## src/rtl/fifo_drain_arbiter.sv

```systemverilog
// Round-robin burst drain of NUM_PORTS source FIFOs into one merged stream,
// with credit-limited reads so the 4-entry output buffer can never overflow.
module fifo_drain_arbiter #(
    parameter int NUM_PORTS    = 4,
    parameter int DATA_WIDTH   = 16,
    parameter int READ_LATENCY = 1,
    parameter int MAX_BURST    = 8
) (
    input  logic                            clock,
    input  logic                            reset,
    input  logic [NUM_PORTS-1:0]            fifo_empty,
    output logic [NUM_PORTS-1:0]            fifo_read_enable,
    input  logic [NUM_PORTS*DATA_WIDTH-1:0] fifo_read_data,
    input  logic [NUM_PORTS-1:0]            fifo_read_data_valid,
    output logic [DATA_WIDTH-1:0]           output_data,
    output logic [$clog2(NUM_PORTS)-1:0]    output_port,
    output logic                            output_valid,
    input  logic                            output_ready,
    output logic                            grant_active,
    output logic [$clog2(NUM_PORTS)-1:0]    grant_port
);
    localparam int PW = $clog2(NUM_PORTS);
    localparam logic [0:0] S_IDLE  = 1'b0;
    localparam logic [0:0] S_BURST = 1'b1;
    localparam logic [7:0] MAX_CNT = 8'(MAX_BURST);
    localparam logic [PW-1:0] LAST_PORT = PW'(NUM_PORTS - 1);

    logic [0:0]              state;
    logic [PW-1:0]           last_grant;
    logic [7:0]              burst_count;
    logic [READ_LATENCY-1:0] pend_sr;
    logic [PW+DATA_WIDTH-1:0] buf_mem [4];
    logic [1:0]              wr_ptr;
    logic [1:0]              rd_ptr;
    logic [2:0]              occupancy;

    logic [2:0]              pending;
    logic                    credit;
    logic                    read_issue;
    logic [PW:0]             cand_sum;
    logic [PW-1:0]           cand;
    logic [PW-1:0]           next_port;
    logic                    found;
    logic                    push;
    logic                    pop;
    logic [PW-1:0]           push_port;
    logic [DATA_WIDTH-1:0]   push_data;
    logic                    push_found;

    // Reads still in flight count against the buffer, so a word always has a slot.
    always_comb begin
        pending = '0;
        for (int unsigned i = 0; i < READ_LATENCY; i++) begin
            pending = pending + 3'(pend_sr[i]);
        end
    end

    assign credit     = (4'(occupancy) + 4'(pending)) < 4'd4;
    assign read_issue = (state == S_BURST) && !reset && !fifo_empty[grant_port]
                        && credit && (burst_count < MAX_CNT);
    assign fifo_read_enable = read_issue ? (NUM_PORTS'(1) << grant_port) : '0;
    assign grant_active     = (state == S_BURST);

    // Round-robin search starting one past the last granted port, with wrap.
    always_comb begin
        next_port = last_grant;
        found     = 1'b0;
        cand_sum  = '0;
        cand      = '0;
        for (int unsigned k = 0; k < NUM_PORTS; k++) begin
            cand_sum = {1'b0, last_grant} + (PW+1)'(k + 1);
            if (cand_sum >= (PW+1)'(NUM_PORTS)) begin
                cand_sum = cand_sum - (PW+1)'(NUM_PORTS);
            end
            cand = cand_sum[PW-1:0];
            if (!found && !fifo_empty[cand]) begin
                found     = 1'b1;
                next_port = cand;
            end
        end
    end

    always_ff @(posedge clock) begin
        if (reset) begin
            state       <= S_IDLE;
            last_grant  <= LAST_PORT;
            grant_port  <= '0;
            burst_count <= '0;
        end else if (state == S_IDLE) begin
            if (found && credit) begin
                state       <= S_BURST;
                grant_port  <= next_port;
                last_grant  <= next_port;
                burst_count <= '0;
            end
        end else begin
            if (read_issue) begin
                burst_count <= burst_count + 8'd1;
            end
            if (fifo_empty[grant_port] || burst_count == MAX_CNT) begin
                state <= S_IDLE;
            end
        end
    end

    if (READ_LATENCY == 1) begin : g_lat1
        always_ff @(posedge clock) begin
            if (reset) pend_sr <= '0;
            else       pend_sr <= read_issue;
        end
    end else begin : g_latn
        always_ff @(posedge clock) begin
            if (reset) pend_sr <= '0;
            else       pend_sr <= {pend_sr[READ_LATENCY-2:0], read_issue};
        end
    end

    always_comb begin
        push_port  = '0;
        push_data  = '0;
        push_found = 1'b0;
        for (int unsigned i = 0; i < NUM_PORTS; i++) begin
            if (!push_found && fifo_read_data_valid[i]) begin
                push_found = 1'b1;
                push_port  = PW'(i);
                push_data  = fifo_read_data[i*DATA_WIDTH +: DATA_WIDTH];
            end
        end
    end

    assign push = push_found && !reset;
    assign pop  = output_valid && output_ready;

    always_ff @(posedge clock) begin
        if (push) begin
            buf_mem[wr_ptr] <= {push_port, push_data};
        end
    end

    always_ff @(posedge clock) begin
        if (reset) begin
            wr_ptr    <= '0;
            rd_ptr    <= '0;
            occupancy <= '0;
        end else begin
            if (push) wr_ptr <= wr_ptr + 2'd1;
            if (pop)  rd_ptr <= rd_ptr + 2'd1;
            case ({push, pop})
                2'b10:   occupancy <= occupancy + 3'd1;
                2'b01:   occupancy <= occupancy - 3'd1;
                default: occupancy <= occupancy;
            endcase
        end
    end

    // Head is masked while empty so stale entries never show after reset.
    assign output_valid = (occupancy != 3'd0);
    assign output_data  = output_valid ? buf_mem[rd_ptr][DATA_WIDTH-1:0] : '0;
    assign output_port  = output_valid ? buf_mem[rd_ptr][PW+DATA_WIDTH-1:DATA_WIDTH] : '0;

endmodule

```

## config.mk

```make
export PLATFORM = sky130hd
export DESIGN_NAME = fifo_drain_arbiter
export DESIGN_NICKNAME = d
export VERILOG_FILES = /design/src/rtl/fifo_drain_arbiter.sv
export SDC_FILE = /design/constraint.sdc
export NUM_CORES = 1
export LEC_CHECK = 0
export ABC_AREA = 1
export CORE_UTILIZATION = 40
export CTS_CLUSTER_SIZE = 25
export DETAILED_ROUTE_END_ITERATION = 8
export HOLD_SLACK_MARGIN = 0.02
export MAX_ROUTING_LAYER = met4
export PLACE_DENSITY = 0.79
export SYNTH_ARGS = -nofsm -noshare
export SYNTH_HDL_FRONTEND = slang
export SYNTH_SLANG_ARGS = --single-unit
```

## constraint.sdc

```tcl
create_clock -name clock -period 2.05 [get_ports clock]
set_input_delay 0.205 -clock clock [delete_from_list [all_inputs] [get_ports clock]]
set_output_delay 0.205 -clock clock [all_outputs]
set_load 0.005 [all_outputs]
```

==> flow_summary.yaml <==
outcome:
  status: "complete, no violations"
detailed_routing:
  drtIter0Drc: 371
  wl_per_cell_um: 15.5
  firstDrtPassIters: 5
  viasPerCell: 5.22
  vias: 4045
  wl_um: 12000
  ant_nets: 0
  drc: 0
synth:
  ys_ff_latch: 95
  yosysUniqueCellTypes: 31
  avgSynthCellArea_um2: 9.04
  synth_fp_nets: 589
  yosys_warnings: 0
  synth-main-ff-cell: "edfxtp_1"
  ys_seq_area_share_pct: 57.3
  synthCells: 506
  synthArstFlopShare_pct: 0
  synth_edf_count: 72
  synthesis.area_um2: 4570
floorplan:
  rows: 38
  die_x_um: 109
  die_h_um: 109
  die_area_um2: 11900
  core-area_um2: 11000
  boundaryPins: 101
  initial_core_util_pct: 41.6
pwr:
  ir_drop_mv: 0.709
  power_density_nw_per_um2: 987
  p_leak_nw: 2.54
  power_mw: 6.15
clocking:
  cts_root_buf: "clkbuf_16"
  cts_buffer_depth: 2
  clkTransAtPathRegs_ps: 70
  cts_max_level: 3
  clock_sinks: 95
  cts_hold_buffers: 0
  cts_made_buffers: 9
  clk_latency_ps: 350
  cts_tree: "built"
sta:
  max_slew_margin_pct: 75.1
  setup_violations: 0
  fin_crit_ps: 1910
  fmax_ghz: 0.522
  fin_setup_tns_ps: 0
  min_period_over_period_pct: 93.4
  final_max_slew_viol_count: 0
  clock_skew_ps: 5.72
  tightest_slew_ps: 373
  finalHoldViolCount: 0
  rsz0062_at_grt: "no"
placed_design:
  io_buffers: 100
  hpwl_um: 8630
  gp_congestion: 0.800
critical_path:
  critPathMaxFanout: 3
  startpoint_type: "input pin"
  arrival_ps: 2150
  worst_ep_required_time_ps: 2280
  end_kind: "flip-flop"
  crit_type: "in2reg"
layout:
  register_area_um2: 2630
  nets: 713
  multi_input_area_um2: 1710
  antenna_cells: 0
  fillerInstances: 917
  syn_to_final_growth_pct: 36.3
  drive_gt1_share_pct: 13.1
flow_run:
  maxCapViolCount: 0
global_route:
  grt_pass1_vias: 3973
  grt_max_degree: 19
  grt-ovfl-total: 0
  antenna_found_initial: 0
  grt_first_pass_wirelength_um: 19100
  grt_use_total_pct: 22.0
hold_path:
  hold_path.class: "reg2reg"
## layout by cell type (no fill, tap or decap), types with 2 or more instances in the layout
| cell type | instances |
|---|---|
| dfxtp_1 | 20 |
| clkbuf_16 | 9 |
| clkinv_1 | 4 |
| buf_6 | 2 |
| inv_1 | 33 |
| dlygate4sd2_1 | 9 |
| buf_4 | 31 |
| nor3_2 | 5 |
| nor2_2 | 2 |
| dfxtp_4 | 2 |
| clkbuf_2 | 4 |
| nand4_1 | 19 |
| nand2_4 | 2 |
| nand2_2 | 6 |
| ha_1 | 7 |
| edfxtp_1 | 72 |
| nor3_1 | 4 |
| dlymetal6s2s_1 | 9 |
| inv_6 | 3 |
| a21oi_1 | 31 |
| nand2_1 | 97 |
| o21ai_1 | 7 |
| clkdlybuf4s50_1 | 78 |
| clkinvlp_4 | 2 |
| nor2_1 | 89 |
| nand3_1 | 32 |
| inv_2 | 3 |
| o21ai_0 | 37 |
## area by class of cell
cell class / count / share of cell area, %
clock buffers: 9 / 3.61
clock inverters: 7 / 0.883
inverters: 41 / 2.51
multi-input cells: 348 / 27.4
flip-flops and latches: 95 / 42.2
well taps: 140 / 2.81
repair buffers: 135 / 20.6
## flip-flops by register name, indices dropped and copies added, names as in the netlist, named ones only
signal / cells
last_grant: 2
grant_active: 1
wr_ptr: 2
grant_port: 2
burst_count: 8
buf_mem: 72
pend_sr: 1
rd_ptr: 2
occupancy: 3
## metrics by stage
step	hold slack (ps)	setup WS, ps	instances	utilization [%]	cell area (um2)
6_report	468	136	775	56.8	6230
5_1_grt	490	42.1	775	56.8	6230
4_1_cts	470	10.7	773	56.5	6210
3_5_place_dp	458	-331	757	53.8	5910
3_3_place_gp	442	-212	757	53.8	5910
2_1_floorplan	293	6.09	506	-	4580
## routing by layer
layer	track usage, %	vias up	part of all wire (%)
met4	6.56	0	1.7
met3	4.60	16	6.1
met2	36.4	140	50
met5	-	-	0
li1	-	1954	-
met1	27.1	1935	42
## what timing repair did
| item | 4_1_cts | 5_1_grt |
|---|---|---|
| buffers inserted | 0 | 2 |
| cloned | 0 | 0 |
| resized for setup | 23 | 22 |
| endpoints found under the hold margin | 0 | 0 |
| endpoints found under the setup margin | 22 | 14 |
| pin swaps | 8 | 6 |
## synth_stat cells, types with 6 or more instances
cell | count | area share, %
nand2_1 | 97 | 8.0
nor2_1 | 89 | 7.3
edfxtp_1 | 72 | 47
o21ai_0 | 39 | 4.3
inv_1 | 34 | 2.8
nand3_1 | 32 | 3.5
a21oi_1 | 31 | 3.4
dfxtp_1 | 23 | 10
nand4_1 | 19 | 2.6
clkbuf_1 | 13 | 1.1
ha_1 | 7 | 1.9
nand2_2 | 6 | 0.82
## final timing paths
path                                               from              to  slack, ps  cells after the start
worst max register to register             occupancy[1]    occupancy[1]        180                     10
worst min register to register           burst_count[5]  burst_count[5]        470                      2
worst min-delay path                     burst_count[5]  burst_count[5]        470                      2
worst max-delay path            fifo_read_data_valid[3]    occupancy[2]        140                     11
## cells by family after synthesis
kind of cell             count (synthesis)  synth area share [%]
AO/OA/AOI/OAI                           79                  9.11
XOR/XNOR                                 1                 0.192
adder cells (fa/ha/maj)                  8                  2.35
buffers and inverters                   63                  5.63
flip-flops                              95                  57.3
AND/OR/NAND/NOR                        260                  25.4
## worst max-delay path: stages
cell and delay, ps:
clkdlybuf4s50_1 440, nor4_2 330, inv_1 70, nand2_1 90
ha_1 140, inv_1 70, fa_2 350, a21oi_1 140
o21ai_1 100, o21ai_1 160, a21oi_1 50
## report_power, final
group / leakage [nW] / switching, mW / internal [mW]
Clock: 0.133 / 0.743 / 0.834
Sequential: 0.857 / 0.141 / 2.27
Combinational: 1.55 / 1.22 / 0.945
(Power assumes the default switching activity.)
==> RTL edit 1, RTL diff (same settings) <==
Change the parameter `DATA_WIDTH` from 16 to 18.
--- a/src/rtl/fifo_drain_arbiter.sv
+++ b/src/rtl/fifo_drain_arbiter.sv
@@ -2,7 +2,7 @@
 // with credit-limited reads so the 4-entry output buffer can never overflow.
 module fifo_drain_arbiter #(
     parameter int NUM_PORTS    = 4,
-    parameter int DATA_WIDTH   = 16,
+    parameter int DATA_WIDTH   = 18,
     parameter int READ_LATENCY = 1,
     parameter int MAX_BURST    = 8
 ) (
Interface: changed (resized fifo_read_data and output_data); port bits go from 101 to 111. The function was not compared with the original's and may differ.
==> RTL edit 1 against the original RTL <==
- count of clock-buffer cells in the layout stayed put
- sequential power is 8% higher
- non-clock buffer count is 10 higher
- wire length is 5.0% higher
- total power is 8.0% higher
- final area is 9.8% higher
- sequential cell count is 8 higher
- area after synthesis is 7.8% higher
- worst setup slack worse by 0.045 ns
==> RTL edit 1: results (changes against the original RTL) <==
Worst hold path
  – Hold_sp: burst_count[7]
  – Worst Hold Endpoint: burst_count[7]

Yosys
  – Synth top area cells: edfxtp_1 49%, dfxtp_1 9.3%, nand2_1 7.2%
  – Seq/Total Area, Yosys: 58.1% (+0.73 points)
  – Top post-synthesis cells by count: 94 x nand2_1, 90 x nor2_1, 80 x edfxtp_1, 52 x o21ai_0
  – Syn avg cell area: 9.22 um2 (+2.0%)
  – Synthesized net count: 626 (+6.3%)

Power
  – Pleak: 0.00270 uW (+6.3%)

CTS
  – Resized Gates After CTS: 31 (+35%)
  – Post-CTS setup buffer count: 2 (+2)

Layout
  – Reg area: 2870 um2 (+9.2%)
  – Inverters: 46 (+12%)
  – Non-Filler Cell Area, Final: 6850 um2 (+9.8%)
  – Comb_multi_in: 363 (+4.3%)
  – Fillers: 999 (+8.9%)
  – Share of layout cells above drive strength 1: 14.9% (+1.8 points)
  – Regs by FF count: buf_mem (80), burst_count (8), occupancy (3)
  – Non-clock buffers: 145 (+7.4%)

Critical path
  – R2R Path Start: wr_ptr[0]
  – WP data arrival: 1.92 ns (-0.23 ns)

Outcome
  – Status: complete, no violations

Route
  – Via density: 5.15 (-1.3%)
  – Via count: 4,226 (+4.5%)
  – Drt initial violations: 262 (-29%)
  – Total wire length: 12,600 um (+5.0%)

Place
  – Port bufs: 110 (+10%)
  – Placed Instances: 793 (+4.8%)
  – Post-DP Area: 6410 um2 (+8.4%)
  – Hpwl dp: 8270 um (-4.2%)
  – RePlAce Congestion: 0.852 (+6.5%)

Global routing
  – Vias in the first global route: 4,102 (+3.2%)

Timing
  – Worst hold slack: 0.464 ns (-0.00397 ns)
  – Worst-Margin Slew: 1.13 ns (+0.762 ns)
==> RTL edit 1: changes by cell type in the layout (fill, tap and decap cells not counted), sizes merged, moves of 2 or more <==
cell,change
clkbuf,-2
edfxtp,+8
nand2,+3
dlygate4sd2,+10
clkinvlp,+2
nand3,-6
inv,+4
o21ai,+11
dlymetal6s2s,-4
clkdlybuf4s50,+8
a21oi,+6
buf,-2
==> RTL edit 1: power groups by stage <==
stage | Clock [uW] | Sequential, uW | Combinational [uW]
CTS | 1670 | 2590 | 2330
global placement | 0 | 2620 | 2330
finish | 1650 | 2600 | 2400
global route | 1760 | 2620 | 2660
detailed placement | 0 | 2620 | 2390
floorplan | 0 | 2570 | 1360
==> RTL edit 1: per-stage QoR <==
| stage | setup slack (ns) | util (%) |
|---|---|---|
| after floorplan | 0.0547 | - |
| after global placement | -0.248 | 53.4 |
| after detailed placement | -0.325 | 53.4 |
| after CTS | 0.0179 | 56.1 |
| after global routing | -0.0222 | 57.0 |
| final | 0.0906 | 57.0 |
==> RTL edit 1: routing by layer <==
layer  global-route usage, %  share of wire [%]  vias to the layer above
met3                    3.70                5.4                       11
met2                    36.9                 54                      130
met4                    5.53                1.3                        0
li1                        -                  -                     2092
met1                    24.1                 40                     1993
met5                       -                  0                        -
==> RTL edit 1: worst max-delay path, stage by stage <==
cell and delay, ns:
clkdlybuf4s50_1 0.50, nor4_2 0.07, inv_1 0.05, nand2_1 0.07, buf_4 0.17, nor2_2 0.84
==> RTL edit 1: logic make-up after synthesis <==
kind of cell / after synthesis / share of synthesized area (%)
buf+inv: 69 / 5.53
flops: 103 / 58.1
compound gates: 97 / 10.5
fa+ha+maj: 8 / 2.18
xor+xnor: 2 / 0.355
simple gates: 256 / 23.3
==> RTL edit 2, RTL diff (same flow settings) <==
Made on the original files. Make the reset (`reset`) asynchronous in 4 clocked blocks.
--- a/src/rtl/fifo_drain_arbiter.sv
+++ b/src/rtl/fifo_drain_arbiter.sv
@@ -80,7 +80,7 @@
         end
     end
 
-    always_ff @(posedge clock) begin
+    always_ff @(posedge clock or posedge reset) begin
         if (reset) begin
             state       <= S_IDLE;
             last_grant  <= LAST_PORT;
@@ -104,12 +104,12 @@
     end
 
     if (READ_LATENCY == 1) begin : g_lat1
-        always_ff @(posedge clock) begin
+        always_ff @(posedge clock or posedge reset) begin
             if (reset) pend_sr <= '0;
             else       pend_sr <= read_issue;
         end
     end else begin : g_latn
-        always_ff @(posedge clock) begin
+        always_ff @(posedge clock or posedge reset) begin
             if (reset) pend_sr <= '0;
             else       pend_sr <= {pend_sr[READ_LATENCY-2:0], read_issue};
         end
@@ -137,7 +137,7 @@
         end
     end
 
-    always_ff @(posedge clock) begin
+    always_ff @(posedge clock or posedge reset) begin
         if (reset) begin
             wr_ptr    <= '0;
             rd_ptr    <= '0;
Behaviour: differs if reset is asserted again (counterexample within 4 cycles, from zero or initial values and one cycle with reset high); with reset held inactive, the same outputs for 10 cycles.
==> RTL edit 2 against the original RTL <==
- utilization about the same
- maximum frequency down 1.6%
- final area up 0.48%
- wire length down 2.8%
- worst setup slack worse by 0.030 ns
- sequential cell count down 2
- first-iteration DRC count down 46%
- total power up 28%
- combinational power up 64%
- area after synthesis up 0.49%
- highest routed layer unchanged
- synthesized cell count down 3.6%
==> RTL edit 2: results (changes against the original RTL) <==
Yosys
  – Seq/Total Area, Yosys: 58.5% (+1.2 points)
  – Post-synth ARST share: 22.6% (+23 points)
  – Synth top area cells: edfxtp_1 47%, dfrtp_1 10%, nand2_1 8.2%
  – Ys flop type: edfxtp_1
  – Top post-synthesis cells by count: 101 x nand2_1, 84 x nor2_1, 72 x edfxtp_1, 38 x o21ai_0, 33 x nand3_1
  – Synth warn: 0 (unchanged)
  – Post-synth EDFFs: 72 (unchanged)
  – Synthesized net count: 571 (-3.1%)
  – Synth cell types: 34 (+9.7%)
  – Syn Inst Count: 488 (-3.6%)

Route
  – Via density: 5.13 (-1.7%)
  – Drt initial violations: 202 (-46%)
  – Total wire length: 11,700 um (-2.8%)

CTS
  – Worst-skew pair later-pin latency: 0.33 ns (-0.02 ns)
  – Clk root buf: clkbuf_16
  – Clock Path Buffers: 2 (unchanged)
  – CTS clock-pin slew for the worst setup and hold paths: 0.06 ns
  – Cts bufs inserted: 9 (unchanged)

Global routing
  – Global-route wire length before repair: 18,400 um (-3.5%)
  – Largest net degree at the start of global routing: 23 (+4)
  – Vias in the first global route: 3,884 (-2.2%)
  – Total Routing Usage GR: 21.1% (-0.88 points)

Layout
  – Total Nets Final: 694 (-2.7%)
  – Share of layout cells above drive strength 1: 14.1% (+1.1 points)
  – Regs by FF count: buf_mem (72), burst_count (8), occupancy (3)
  – Fillers: 936 (+2.1%)
  – Final Non-Filler Cells: 756 (-2.5%)

Place
  – Port bufs: 100 (unchanged)
  – RePlAce Congestion: 0.819 (+2.3%)
  – Placed Instances: 730 (-3.6%)
  – Post-DP Area: 5870 um2 (-0.72%)
  – Hpwl dp: 8200 um (-4.9%)
  – Dpl ws: -0.311 ns (+0.0196 ns)

Power
  – Pleak: 0.00255 uW (+0.25%)
  – Max IR drop VDD: 0.000835 V (+18%)

Timing
  – Slew Limit Headroom: 31.4% (-44 points)
  – Clk_skew: 0.00820 ns (+0.00248 ns)

Worst hold path
  – Type of the worst min-delay path: input pin to async pin

Critical path
  – WP data arrival: 1.90 ns (-0.25 ns)
  – Crit path max fanout: 18 (+15)
  – Slowest CP cell: nor2_2
  – Crit-path max cell delay: 0.77 ns (+0.33 ns)

Outcome
  – Status: complete, no violations
-- RTL edit 2: critical path: cells and delay by family --
kind	cells	cell delay, ns
buffers and inverters	2	0.66
AO/OA/AOI/OAI	1	0.09
AND/OR/NAND/NOR	3	0.94
-- RTL edit 2: through the flow --
step	total power (uW)	setup TNS, ns
final	7870	0
after detailed placement	6350	-5.59
after CTS	7820	0
after global placement	6180	-3.80
after global routing	8410	-0.00180
after floorplan	4760	-6.45
-- RTL edit 2: cell type report --
class / count / area, um2 / area share [%]
tap: 140 / 175 / 2.80
timing repair buffer: 131 / 1230 / 19.7
clock inverter: 3 / 20.0 / 0.320
clock buffer: 13 / 262 / 4.17
multi-input combinational: 340 / 1740 / 27.8
inverter: 36 / 140 / 2.24
sequential: 93 / 2690 / 43.0
-- RTL edit 2: metal layers --
| layer | share of wire, % | routed length [um] | up-vias | GRT usage (%) |
|---|---|---|---|---|
| met5 | 0 | 0 | - | - |
| met4 | 1.2 | 138 | 0 | 7.52 |
| met3 | 4.1 | 477 | 13 | 3.11 |
| met2 | 56 | 6570 | 105 | 39.0 |
| met1 | 38 | 4490 | 1864 | 22.9 |
| li1 | - | - | 1895 | - |
-- RTL edit 2: final timing paths --
path                                              start        endpoint  depth (start not counted)  slack (ns)
worst max-delay path            fifo_read_data_valid[1]   buf_mem[1][1]                          6        0.11
worst min-delay path                              reset  burst_count[1]                          3        0.44
worst max register to register                wr_ptr[0]  buf_mem[2][10]                          4        0.14
worst min register to register           burst_count[5]  burst_count[5]                          2        0.50
max in group asynchronous                         reset   last_grant[1]                          3        1.33
min in group clock                       burst_count[5]  burst_count[5]                          2        0.50
-- RTL edit 2: cell families (layout without fill, tap and decap cells) --
family / count (synthesis) / after routing / share of synthesized area [%]
AND/OR/NAND/NOR: 262 / 262 / 25.7
adder cells (fa/ha/maj): 8 / 8 / 2.34
flip-flops: 93 / 93 / 58.5
XOR/XNOR: 6 / 6 / 1.14
AO/OA/AOI/OAI: 64 / 64 / 7.51
buffers and inverters: 55 / 183 / 4.74
-- RTL edit 2: repair_timing --
action                     CTS  global route
setup endpoints to repair   22             5
gates cloned                 0             0
resized for setup           47             3
setup buffers                4             6
pin swaps                    8             2
-- RTL edit 2: where the power goes --
group | leakage, uW | internal, uW | switching, uW
sequential | 0.000928 | 2520 | 237
clock | 0.000139 | 898 | 662
combinational | 0.00148 | 1530 | 2030
